### config.mk
export PLATFORM = sky130hd
export DESIGN_NAME = cache_write_buffer
export DESIGN_NICKNAME = d
export VERILOG_FILES = /design/src/rtl/cache_write_buffer.sv
export SDC_FILE = /design/constraint.sdc
export NUM_CORES = 1
export LEC_CHECK = 0
export CAP_MARGIN = 20
export CORE_ASPECT_RATIO = 0.5
export CORE_MARGIN = 4
export CORE_UTILIZATION = 35
export CTS_BUF_LIST = sky130_fd_sc_hd__clkbuf_2 sky130_fd_sc_hd__clkbuf_4 sky130_fd_sc_hd__clkbuf_8
export DETAILED_ROUTE_END_ITERATION = 10
export HOLD_SLACK_MARGIN = 0.02
export SETUP_SLACK_MARGIN = 0.15
export SLEW_MARGIN = 20
export SYNTH_ARGS = -nofsm -noshare
export SYNTH_HDL_FRONTEND = slang
export SYNTH_SLANG_ARGS = --single-unit
### constraint.sdc
create_clock -name clk -period 3.1 [get_ports clk]
set_clock_uncertainty 0.15 [all_clocks]
set_input_delay 0.465 -clock clk [delete_from_list [all_inputs] [get_ports clk]]
set_output_delay 0.465 -clock clk [all_outputs]
set_load 0.1 [all_outputs]
### src/rtl/cache_write_buffer.sv
// Posted-write FIFO between the cache memory port and RAM. Writes are acked at once and
// drained in order; reads wait until all buffered and in-flight writes have completed.
module cache_write_buffer #(
    parameter int unsigned DEPTH      = 4,
    parameter int unsigned ADDR_WIDTH = 32,
    parameter int unsigned DATA_WIDTH = 32
) (
    input  logic                    clk,
    input  logic                    reset,
    input  logic                    cache_req_i,
    input  logic [ADDR_WIDTH-1:0]   cache_addr_i,
    input  logic                    cache_we_i,
    input  logic [DATA_WIDTH/8-1:0] cache_be_i,
    input  logic [DATA_WIDTH-1:0]   cache_wdata_i,
    output logic                    cache_gnt_o,
    output logic                    cache_rvalid_o,
    output logic [DATA_WIDTH-1:0]   cache_rdata_o,
    output logic                    cache_error_o,
    output logic                    mem_req_o,
    output logic [ADDR_WIDTH-1:0]   mem_addr_o,
    output logic                    mem_we_o,
    output logic [DATA_WIDTH/8-1:0] mem_be_o,
    output logic [DATA_WIDTH-1:0]   mem_wdata_o,
    input  logic                    mem_gnt_i,
    input  logic                    mem_rvalid_i,
    input  logic [DATA_WIDTH-1:0]   mem_rdata_i,
    input  logic                    mem_error_i,
    output logic                    wr_error_o,
    output logic                    empty_o
);
    localparam int unsigned BE_WIDTH = DATA_WIDTH / 8;
    localparam int unsigned PTR_W    = $clog2(DEPTH);
    localparam int unsigned CNT_W    = $clog2(DEPTH + 1);

    logic [ADDR_WIDTH-1:0] fifo_addr  [DEPTH];
    logic [BE_WIDTH-1:0]   fifo_be    [DEPTH];
    logic [DATA_WIDTH-1:0] fifo_wdata [DEPTH];

    logic [PTR_W-1:0]      wr_ptr_q, rd_ptr_q;
    logic [CNT_W-1:0]      count_q;
    logic [1:0]            wr_out_q;
    logic                  read_pending_q;
    logic                  rvalid_q, error_q, wr_error_q;
    logic [DATA_WIDTH-1:0] rdata_q;

    logic full, not_empty, wr_rsp, drain, read_ok, push, pop, rd_req, rd_gnt;

    always_comb begin
        full      = (count_q == CNT_W'(DEPTH));
        not_empty = (count_q != '0);
        // While a read is pending the only possible response is the read's own.
        wr_rsp    = mem_rvalid_i & (wr_out_q != 2'd0) & ~read_pending_q;
        // Hold off draining rather than overflow the outstanding-write counter.
        drain     = ~reset & not_empty & ~read_pending_q & ((wr_out_q != 2'd3) | wr_rsp);
        read_ok   = ~reset & ~not_empty & ~read_pending_q &
                    ((wr_out_q == 2'd0) | ((wr_out_q == 2'd1) & wr_rsp));
        push      = ~reset & cache_req_i & cache_we_i & ~full & ~read_pending_q;
        rd_req    = read_ok & cache_req_i & ~cache_we_i;
        pop       = drain & mem_gnt_i;
        rd_gnt    = rd_req & mem_gnt_i;

        cache_gnt_o = push | rd_gnt;
        mem_req_o   = drain | rd_req;
        mem_we_o    = drain;
        mem_addr_o  = drain ? fifo_addr[rd_ptr_q]  : cache_addr_i;
        mem_be_o    = drain ? fifo_be[rd_ptr_q]    : cache_be_i;
        mem_wdata_o = drain ? fifo_wdata[rd_ptr_q] : cache_wdata_i;

        cache_rvalid_o = rvalid_q;
        cache_rdata_o  = rdata_q;
        cache_error_o  = error_q;
        wr_error_o     = wr_error_q;
        empty_o        = ~not_empty & (wr_out_q == 2'd0);
    end

    always_ff @(posedge clk) begin
        if (push) begin
            fifo_addr[wr_ptr_q]  <= cache_addr_i;
            fifo_be[wr_ptr_q]    <= cache_be_i;
            fifo_wdata[wr_ptr_q] <= cache_wdata_i;
        end
    end

    always_ff @(posedge clk or posedge reset) begin
        if (reset) begin
            wr_ptr_q       <= '0;
            rd_ptr_q       <= '0;
            count_q        <= '0;
            wr_out_q       <= 2'd0;
            read_pending_q <= 1'b0;
            rvalid_q       <= 1'b0;
            error_q        <= 1'b0;
            rdata_q        <= '0;
            wr_error_q     <= 1'b0;
        end else begin
            if (push) wr_ptr_q <= wr_ptr_q + 1'b1;
            if (pop)  rd_ptr_q <= rd_ptr_q + 1'b1;
            if (push && !pop)      count_q <= count_q + 1'b1;
            else if (pop && !push) count_q <= count_q - 1'b1;

            if (pop && !wr_rsp)      wr_out_q <= wr_out_q + 2'd1;
            else if (wr_rsp && !pop) wr_out_q <= wr_out_q - 2'd1;

            if (wr_rsp && mem_error_i) wr_error_q <= 1'b1;

            if (rd_gnt) read_pending_q <= 1'b1;
            else if (read_pending_q && mem_rvalid_i) read_pending_q <= 1'b0;

            rvalid_q <= push | (read_pending_q & mem_rvalid_i);
            if (read_pending_q && mem_rvalid_i) begin
                rdata_q <= mem_rdata_i;
                error_q <= mem_error_i;
            end else if (push) begin
                error_q <= 1'b0;
            end
        end
    end

endmodule

# After elaboration in Yosys (flattened, before gate mapping)
# Memories as Yosys holds them, arrays and structs flattened.
# Cells that the tools add are included.
# Widths: inputs -> output; s select.
[totals] ram_bits=272 memories=3 register_bits=45
[mem_list] memory="fifo_addr" depth=4 word_bits=32 rd=1 rd_ports_with_merged_regs=0 wr=1 line="35" rtl="logic [ADDR_WIDTH-1:0] fifo_addr [DEPTH];"
[mem_list] memory="fifo_wdata" depth=4 word_bits=32 rd=1 rd_ports_with_merged_regs=0 wr=1 line="37" rtl="logic [DATA_WIDTH-1:0] fifo_wdata [DEPTH];"
[mem_list] memory="fifo_be" depth=4 word_bits=4 rd=1 rd_ports_with_merged_regs=0 wr=1 line="36" rtl="logic [BE_WIDTH-1:0] fifo_be [DEPTH];"
[op_classes] n_reduce_logical=16 n_addsub=6 n_bitwise=29 mux=13 n_eq_ne=3
[op_table] operator="$mux 32" n=2
[op_table] operator="$and 1x1->1" n=19
[op_table] operator="$reduce_bool 2->1" n=5
[op_table] operator="$add 2x1->2 const B" n=3
[op_table] operator="$logic_and 1x1->1" n=6
[op_table] operator="$mux 1" n=6
[op_table] operator="$mux 3" n=2
[op_table] operator="$not 1->1" n=5
[op_table] operator="$or 1x1->1" n=5
[op_table] operator="$mux 2" n=2
[op_table] operator="$mux 4" n=1
[op_table] operator="$add 3x1->3 const B" n=1
[op_table] operator="$eq 3x3->1 const B" n=1
[op_table] operator="$logic_not 1->1" n=3
[op_table] operator="$reduce_bool 3->1" n=1
[op_table] operator="$sub 3x1->3 const B" n=1
[op_table] operator="$eq 2x1->1 const B" n=1
[op_table] operator="$logic_not 2->1" n=1
[op_table] operator="$ne 2x2->1 const B" n=1
[op_table] operator="$sub 2x1->2 const B" n=1

# Logic depth before layout (Yosys ltp)
# Gate-level depths: netlist (run 1).
[logic_depth] depth_word=10 depth_mapped=13 depth_no_buf=11

# Worst setup path before layout (run 1)
# Ideal clock, no wire load.
[synth_timing] path_type="reg2out" startpoint="reg count_q[0]" endpoint="out cache_gnt_o" path_stages_with_launch=4 setup_slack_ns=-0.309 arrival_time_ns=2.794 required_ns=2.485 cell_sequence="dfrtp_1 -> or3_4 -> or4_1 -> a21oi_1"
[synth_between] elab_chain_cells=9 elab_cells_between_ends=13
[synth_rtl] element="from (decl)" line="40" rtl="logic [CNT_W-1:0] count_q;"
[synth_rtl] element="from (signal assigned)" line="98" rtl="if (push && !pop) count_q <= count_q + 1'b1;"
[synth_rtl] element="from (signal assigned)" line="99" rtl="else if (pop && !push) count_q <= count_q - 1'b1;"
[synth_rtl] element="$reduce_bool 3->1" line="50" rtl="not_empty = (count_q != '0);"
[synth_rtl] element="$not 1->1" line="55" rtl="read_ok = ~reset & ~not_empty & ~read_pending_q &"
[synth_rtl] element="$and 1x1->1 (3 in a row)" line="55"
[synth_rtl] element="$and 1x1->1 (2 in a row)" line="58" rtl="rd_req = read_ok & cache_req_i & ~cache_we_i;"
[synth_rtl] element="$and 1x1->1" line="60" rtl="rd_gnt = rd_req & mem_gnt_i;"
[synth_rtl] element="$or 1x1->1 *" line="62" rtl="cache_gnt_o = push | rd_gnt;"
[synth_rtl] element="to (decl)" line="15" rtl="output logic cache_gnt_o,"
# Mark *: on every way between the ends. The rest lies on a longest branch, timed or not.

# Worst setup path after layout (run 1)
[layout_timing] startpoint="reg wr_out_q[1]" endpoint="out mem_wdata_o[6]"
[layout_between] elab_chain_cells=6 elab_cells_between_ends=7
[layout_rtl] element="from (decl)" line="41" rtl="logic [1:0] wr_out_q;"
[layout_rtl] element="from (signal assigned)" line="101" rtl="if (pop && !wr_rsp) wr_out_q <= wr_out_q + 2'd1;"
[layout_rtl] element="from (signal assigned)" line="102" rtl="else if (wr_rsp && !pop) wr_out_q <= wr_out_q - 2'd1;"
[layout_rtl] element="$reduce_bool 2->1" line="52" rtl="wr_rsp = mem_rvalid_i & (wr_out_q != 2'd0) & ~read_pending_q;"
[layout_rtl] element="$and 1x1->1 (2 in a row)" line="52"
[layout_rtl] element="$or 1x1->1 *" line="54" rtl="drain = ~reset & not_empty & ~read_pending_q & ((wr_out_q != 2'd3) | wr_rsp);"
[layout_rtl] element="$and 1x1->1 *" line="54"
[layout_rtl] element="$mux 32 *" line="67" rtl="mem_wdata_o = drain ? fifo_wdata[rd_ptr_q] : cache_wdata_i;"
[layout_rtl] element="to (decl)" line="23" rtl="output logic [DATA_WIDTH-1:0] mem_wdata_o,"
# Marks and branches as above.

==> results of run 1 <==
-- stage by stage --
stage                     cell area (um^2)  power [W]  TNS (ps)  setup WS (ps)  cells
after floorplan                      12900     0.0121         0            257    575
after global placement               16400     0.0149         0            198   1270
after detailed placement             16400     0.0149         0            175   1270
after CTS                            17900     0.0193     -1070          -60.2   1387
after global routing                 17900     0.0198     -3050           -108   1389
final                                17900     0.0190      -232          -22.1   1389
-- flip-flops by register name (all words and copies together) (netlist names) --
name,flops
cache_error_o,1
read_pending_q,1
cache_rvalid_o,1
fifo_wdata,128
fifo_addr,128
count_q,3
cache_rdata_o,32
wr_error_o,1
wr_ptr_q,2
rd_ptr_q,2
fifo_be,16
wr_out_q,2
-- cell families (layout without fill, tap and decap cells) --
family | count (synthesis) | count (layout) | share of synthesized area, %
adders and majority gates | 9 | 9 | 0.931
muxes | 172 | 172 | 22.8
xor gates and xnor gates | 7 | 7 | 0.475
DFF | 317 | 317 | 72.0
buffers and inverters | 38 | 368 | 2.16
and+or+nand+nor | 22 | 22 | 1.02
AOI/OAI and AO/OA | 10 | 10 | 0.562
-- final cells by class --
class / count / area share, %
flip-flops and latches: 317 / 51.8
repair buffers: 273 / 20.3
multi-input cells: 220 / 18.8
clock buffers: 67 / 4.58
well taps: 484 / 3.38
clock inverters: 17 / 0.865
inverters: 11 / 0.230
-- worst paths after layout --
check	from	endpoint	slack, ps	depth (start not counted)
max	wr_out_q[1]	mem_wdata_o[6]	-20	9
min	reset	wr_out_q[0]	200	2
max reg2reg	wr_out_q[1]	count_q[2]	350	13
min reg2reg	wr_error_o	wr_error_o	320	1
max in group asynchronous	reset	cache_rdata_o[24]	1960	3
min in group clk	wr_error_o	wr_error_o	320	1
-- worst register-to-register path, stage by stage (launching register included) --
cell and delay (ps):
dfrtp_1 380, buf_4 150, ha_2 180, inv_2 40
o211a_4 280, buf_12 160, buf_4 130, nand2_1 100
ha_1 210, inv_1 70, fa_1 370, xor2_1 160
nor2_1 140, xnor2_1 140
-- routing by layer --
layer / global-route usage, % / up-vias / wire length, um
met5: 0 / - / 0
met3: 2.97 / 44 / 974
met2: 26.4 / 123 / 15600
met4: 3.41 / 0 / 443
li1: - / 2944 / -
met1: 17.5 / 3510 / 11800
-- what timing repair did --
action	CTS	global route
pin swaps	2	2
gates cloned	10	0
endpoints found under the setup margin	71	70
resized for setup	32	3
hold buffers	0	0
setup buffers	23	2
-- cell usage in the layout (no fill, tap or decap), types with 5 or more instances in the layout --
cell / n
ha_1: 6
mux2_4: 68
edfxtp_1: 272
clkdlybuf4s50_1: 106
mux2_2: 34
clkbuf_8: 51
xnor2_1: 6
buf_16: 12
clkinv_1: 10
buf_12: 85
nand2_1: 5
dfrtp_1: 43
buf_4: 64
mux4_2: 68
clkbuf_4: 16
inv_1: 7
buf_6: 5
-- power by group through the flow --
stage	Sequential (W)	Clock [W]	Combinational (W)
floorplan	0.00643	0	0.00565
global placement	0.00541	0	0.00948
detailed placement	0.00543	0	0.00951
CTS	0.00526	0.00363	0.0104
global route	0.00530	0.00384	0.0106
finish	0.00526	0.00350	0.0103
==> results.toml, run 1 <==
[status]
status = "finished, violations left"
violations = "negative setup slack"

[routing]
totalWireLength_um = 28700
route.vias.total = 6621
wl_per_cell_um = 20.7
viasPerCell = 4.77
drc = 0
first_iter_violations = 267
ant_nets = 0
first_pass_iters = 6

[clock_network]
cts_tree = "done"
clkSinkCount = 317
cts-buffers-inserted = 48
clk_pin_slew_ps = 70
clockBufferDepth = 3
cts.htree.levels = 2
clk_latency_ps = 560
clockRootBuffer = "clkbuf_8"

[setup_path]
crit_path_end_kind = "output port"
crit_top_cell = "buf_12"
start_kind = "flip-flop"
cp_slowest_cell = "dfrtp_1"
worstPathArrival_ps = 2510
cp.buffers_inverters = 5
path_delay_family = "buffers and inverters"
cp_max_fo = 5
crit_path_cell_trace = "inv_2, ha_4, nor3b_4, o211a_4, buf_12, buf_12, buf_16, mux2_4, buf_12"
path_class = "reg -> out"
slowest_delay_ps = 380
worstPathRequired_ps = 2480

[placed_design]
hpwl_um = 17300
portBuffers = 213
place_congestion = 0.730

[final_layout]
diodes = 0
regArea_mm2 = 0.00930
syn_to_final_growth_pct = 39.0
final_nets = 987
layout-drive-gt1-share_pct = 47.4
multiInputGateArea_mm2 = 0.00337
fillers = 2986
final_core_util_pct = 49.6

[logic_synthesis]
avgSynthCellArea_um2 = 22.4
synthCells = 575
yosys.area.top_type = "edfxtp_1"
synth-async-reset-ratio_pct = 14.2
synth-seq-cells = 317
synth_flop_cell = "edfxtp_1"
synth_enable_flop_cells = 272
yosys_warnings = 0
ys_types = 32
yosys-top-cells-area = "edfxtp_1 (63%), mux4_2 (12%), dfrtp_1 (8.7%)"
synth_common_cells = "edfxtp_1 (272), mux4_2 (68), mux2_4 (66)"
syn_nets = 691
yosysSeqAreaShare_pct = 72.0
netlist.area_leader.share_pct = 63.3
syn_area_mm2 = 0.0129
synth_most_common_cell = "edfxtp_1"

[power]
max-vdd-ir-drop_uv = 743
sw_frac_of_total_pct = 41.3
power_density_mw_per_mm2 = 1060
p_clk_share_pct = 18.4
combPwrFrac_pct = 54.0
switchingPower_w = 0.00786
power.internal_w = 0.0112
p_leak_nw = 6.57
seqPwrFrac_pct = 27.6

[timing]
min_period_ps = 3120
hold_viol = 0
max_freq_mhz = 320
rsz0062_at_grt = "true"
fin_crit_sh_pct = 101
hold_ws_ps = 196
fin_ws_ps = -22.1
setup_violations = 15
worst_pin_slew_ps = 854
relSlewSlack_pct = 42.7
drv_slew = 0

[floorplan]
die_area_mm2 = 0.0402
initial_core_util_pct = 35.7
die_x_um = 280
coreArea_mm2 = 0.0362
num_rows = 49
ioPinCount = 214
die_h_um = 144

[global_routing]
overflow = 0
grt_max_degree = 62
grt_pass1_vias = 7466
antenna_found_initial = 0
grt_pass1_wl_um = 44000
grt_use_total_pct = 14.3

[min_path]
hold_path.class = "in -> async"

[job]
timing.max_cap.violations = 0
Note: power is estimated with default switching activity, not from simulation.
==> inputs of run 2 (changes only) <==
Settings changed: CORE_UTILIZATION 35 to 40, PLACE_DENSITY set to 0.65.
==> results.toml, run 2 (synthesized netlist as in run 1, its figures left out) <==
[routing]
route.vias.total = 6488
wl_per_cell_um = 20.8
first_pass_iters = 4
totalWireLength_um = 27500
viasPerCell = 4.92
first_iter_violations = 404
ant_nets = 0
drc = 0

[floorplan]
die_area_mm2 = 0.0354
ioPinCount = 214
initial_core_util_pct = 40.7
coreArea_mm2 = 0.0317
num_rows = 46
die_h_um = 135
die_x_um = 262

[power]
power_w = 0.0184
power_density_mw_per_mm2 = 1050
p_leak_nw = 6.41
max-vdd-ir-drop_uv = 773

[placed_design]
place_area_mm2 = 0.0163
portBuffers = 213
pre_cts_slack_ps = 244
hpwl_um = 16900
place_congestion = 0.709

[timing]
fin_crit_sh_pct = 101
fin_ws_ps = -36.8
hold_viol = 0
worst_pin_slew_ps = 684
drv_slew = 0
min_period_ps = 3140
relSlewSlack_pct = 54.1
max_freq_mhz = 319
setup_violations = 46
rsz0062_at_grt = "true"

[clock_network]
clk_latency_ps = 560
cts.htree.levels = 2
clockRootBuffer = "clkbuf_8"
postCtsHoldBufs = 0
clockBufferDepth = 3
clkSinkCount = 317
cts-buffers-inserted = 46
cts_tree = "done"
clk_pin_slew_ps = 70

[setup_path]
cp_slowest_cell = "dfrtp_1"
path_class = "reg -> out"
cp_max_fo = 8
path_delay_family = "buffers and inverters"
crit_path_cell_trace = "inv_2, ha_4, nor3b_4, o211a_4, buf_12, buf_8, buf_12, mux2_4, buf_12"
crit_path_end_kind = "output port"
worstPathRequired_ps = 2480
worstPathArrival_ps = 2520
cp.buffers_inverters = 5
slowest_delay_ps = 380
start_kind = "flip-flop"
crit_top_cell = "buf_12"

[final_layout]
final_cell_mix = "edfxtp_1 (272), clkdlybuf4s50_1 (106), buf_12 (87), mux4_2 (68), mux2_4 (68)"
diodes = 0
layout-drive-gt1-share_pct = 46.2
layout_commonest_cell = "edfxtp_1"
fillers = 2399
final_core_util_pct = 55.3
syn_to_final_growth_pct = 35.9
final_nets = 967
finish.instance_area_mm2 = 0.0175

[global_routing]
grt_pass1_vias = 7217
grt_use_total_pct = 15.6
antenna_found_initial = 0
grt_pass1_wl_um = 42200
grt_max_degree = 64
overflow = 0

[min_path]
hold_path.class = "in -> async"

[status]
violations = "negative setup slack"
status = "finished, violations left"

[job]
timing.max_cap.violations = 0
[run 2: changes by cell type in the layout (fill, tap and decap cells not counted), sizes merged]
| cell | before | now |
|---|---|---|
| clkinv | 13 | 15 |
| clkbuf | 67 | 69 |
| buf | 167 | 148 |
| bufinv | 3 | 0 |
[run 2: worst paths after layout]
check | end | slack, ps | depth (start not counted) | from
worst max register to register | count_q[2] | 360 | 14 | wr_out_q[0]
worst min-delay path | cache_rdata_o[22] | 120 | 2 | reset
min in group clk | wr_error_o | 310 | 1 | wr_error_o
worst max-delay path | mem_wdata_o[4] | -40 | 9 | wr_out_q[0]
max in group asynchronous | cache_rdata_o[0] | 1920 | 3 | reset
worst min register to register | wr_error_o | 310 | 1 | wr_error_o
[run 2: final cells by class]
type	count	area [um^2]	area share, %
Timing Repair Buffer	255	3400	19.4
Multi-Input combinational cell	220	3370	19.2
Sequential cell	317	9300	53.0
Clock buffer	68	817	4.66
Clock inverter	16	76.3	0.435
Inverter	11	41.3	0.235
Tap cell	432	541	3.08
[run 2: per-layer routing]
metal / global-route usage (%) / share of wire (%) / vias up
met5: 0 / 0 / -
met4: 3.95 / 1.7 / 0
met3: 3.09 / 3.7 / 43
met2: 28.1 / 54 / 124
met1: 19.6 / 40 / 3420
li1: - / - / 2901
[run 2: what timing repair did]
action	CTS	global route
setup endpoints to repair	70	71
gates cloned	4	1
endpoints found under the hold margin	0	0
pin swaps	2	4
resized for setup	15	5
buffers inserted	16	0
[run 2: through the flow]
step / hold slack, ps / setup TNS, ps / std cells
after detailed placement: 295 / 0 / 1214
after CTS: 88.3 / -723 / 1318
after global placement: 294 / 0 / 1214
after global routing: 130 / -7170 / 1319
final: 117 / -888 / 1319
after floorplan: 348 / 0 / 575
[run 2: power breakdown]
group          internal, W  switching [W]  leakage [nW]
combinational      0.00390        0.00600          2.92
sequential         0.00507       0.000204          3.02
clock              0.00169        0.00156         0.477
total               0.0107        0.00776          6.41
==> inputs of run 3 (changes only) <==
Settings changed: CTS_CLUSTER_DIAMETER set to 120.
==> results of run 3 <==
Same layout as run 2: the final DEF is identical, and so are final timing and power.
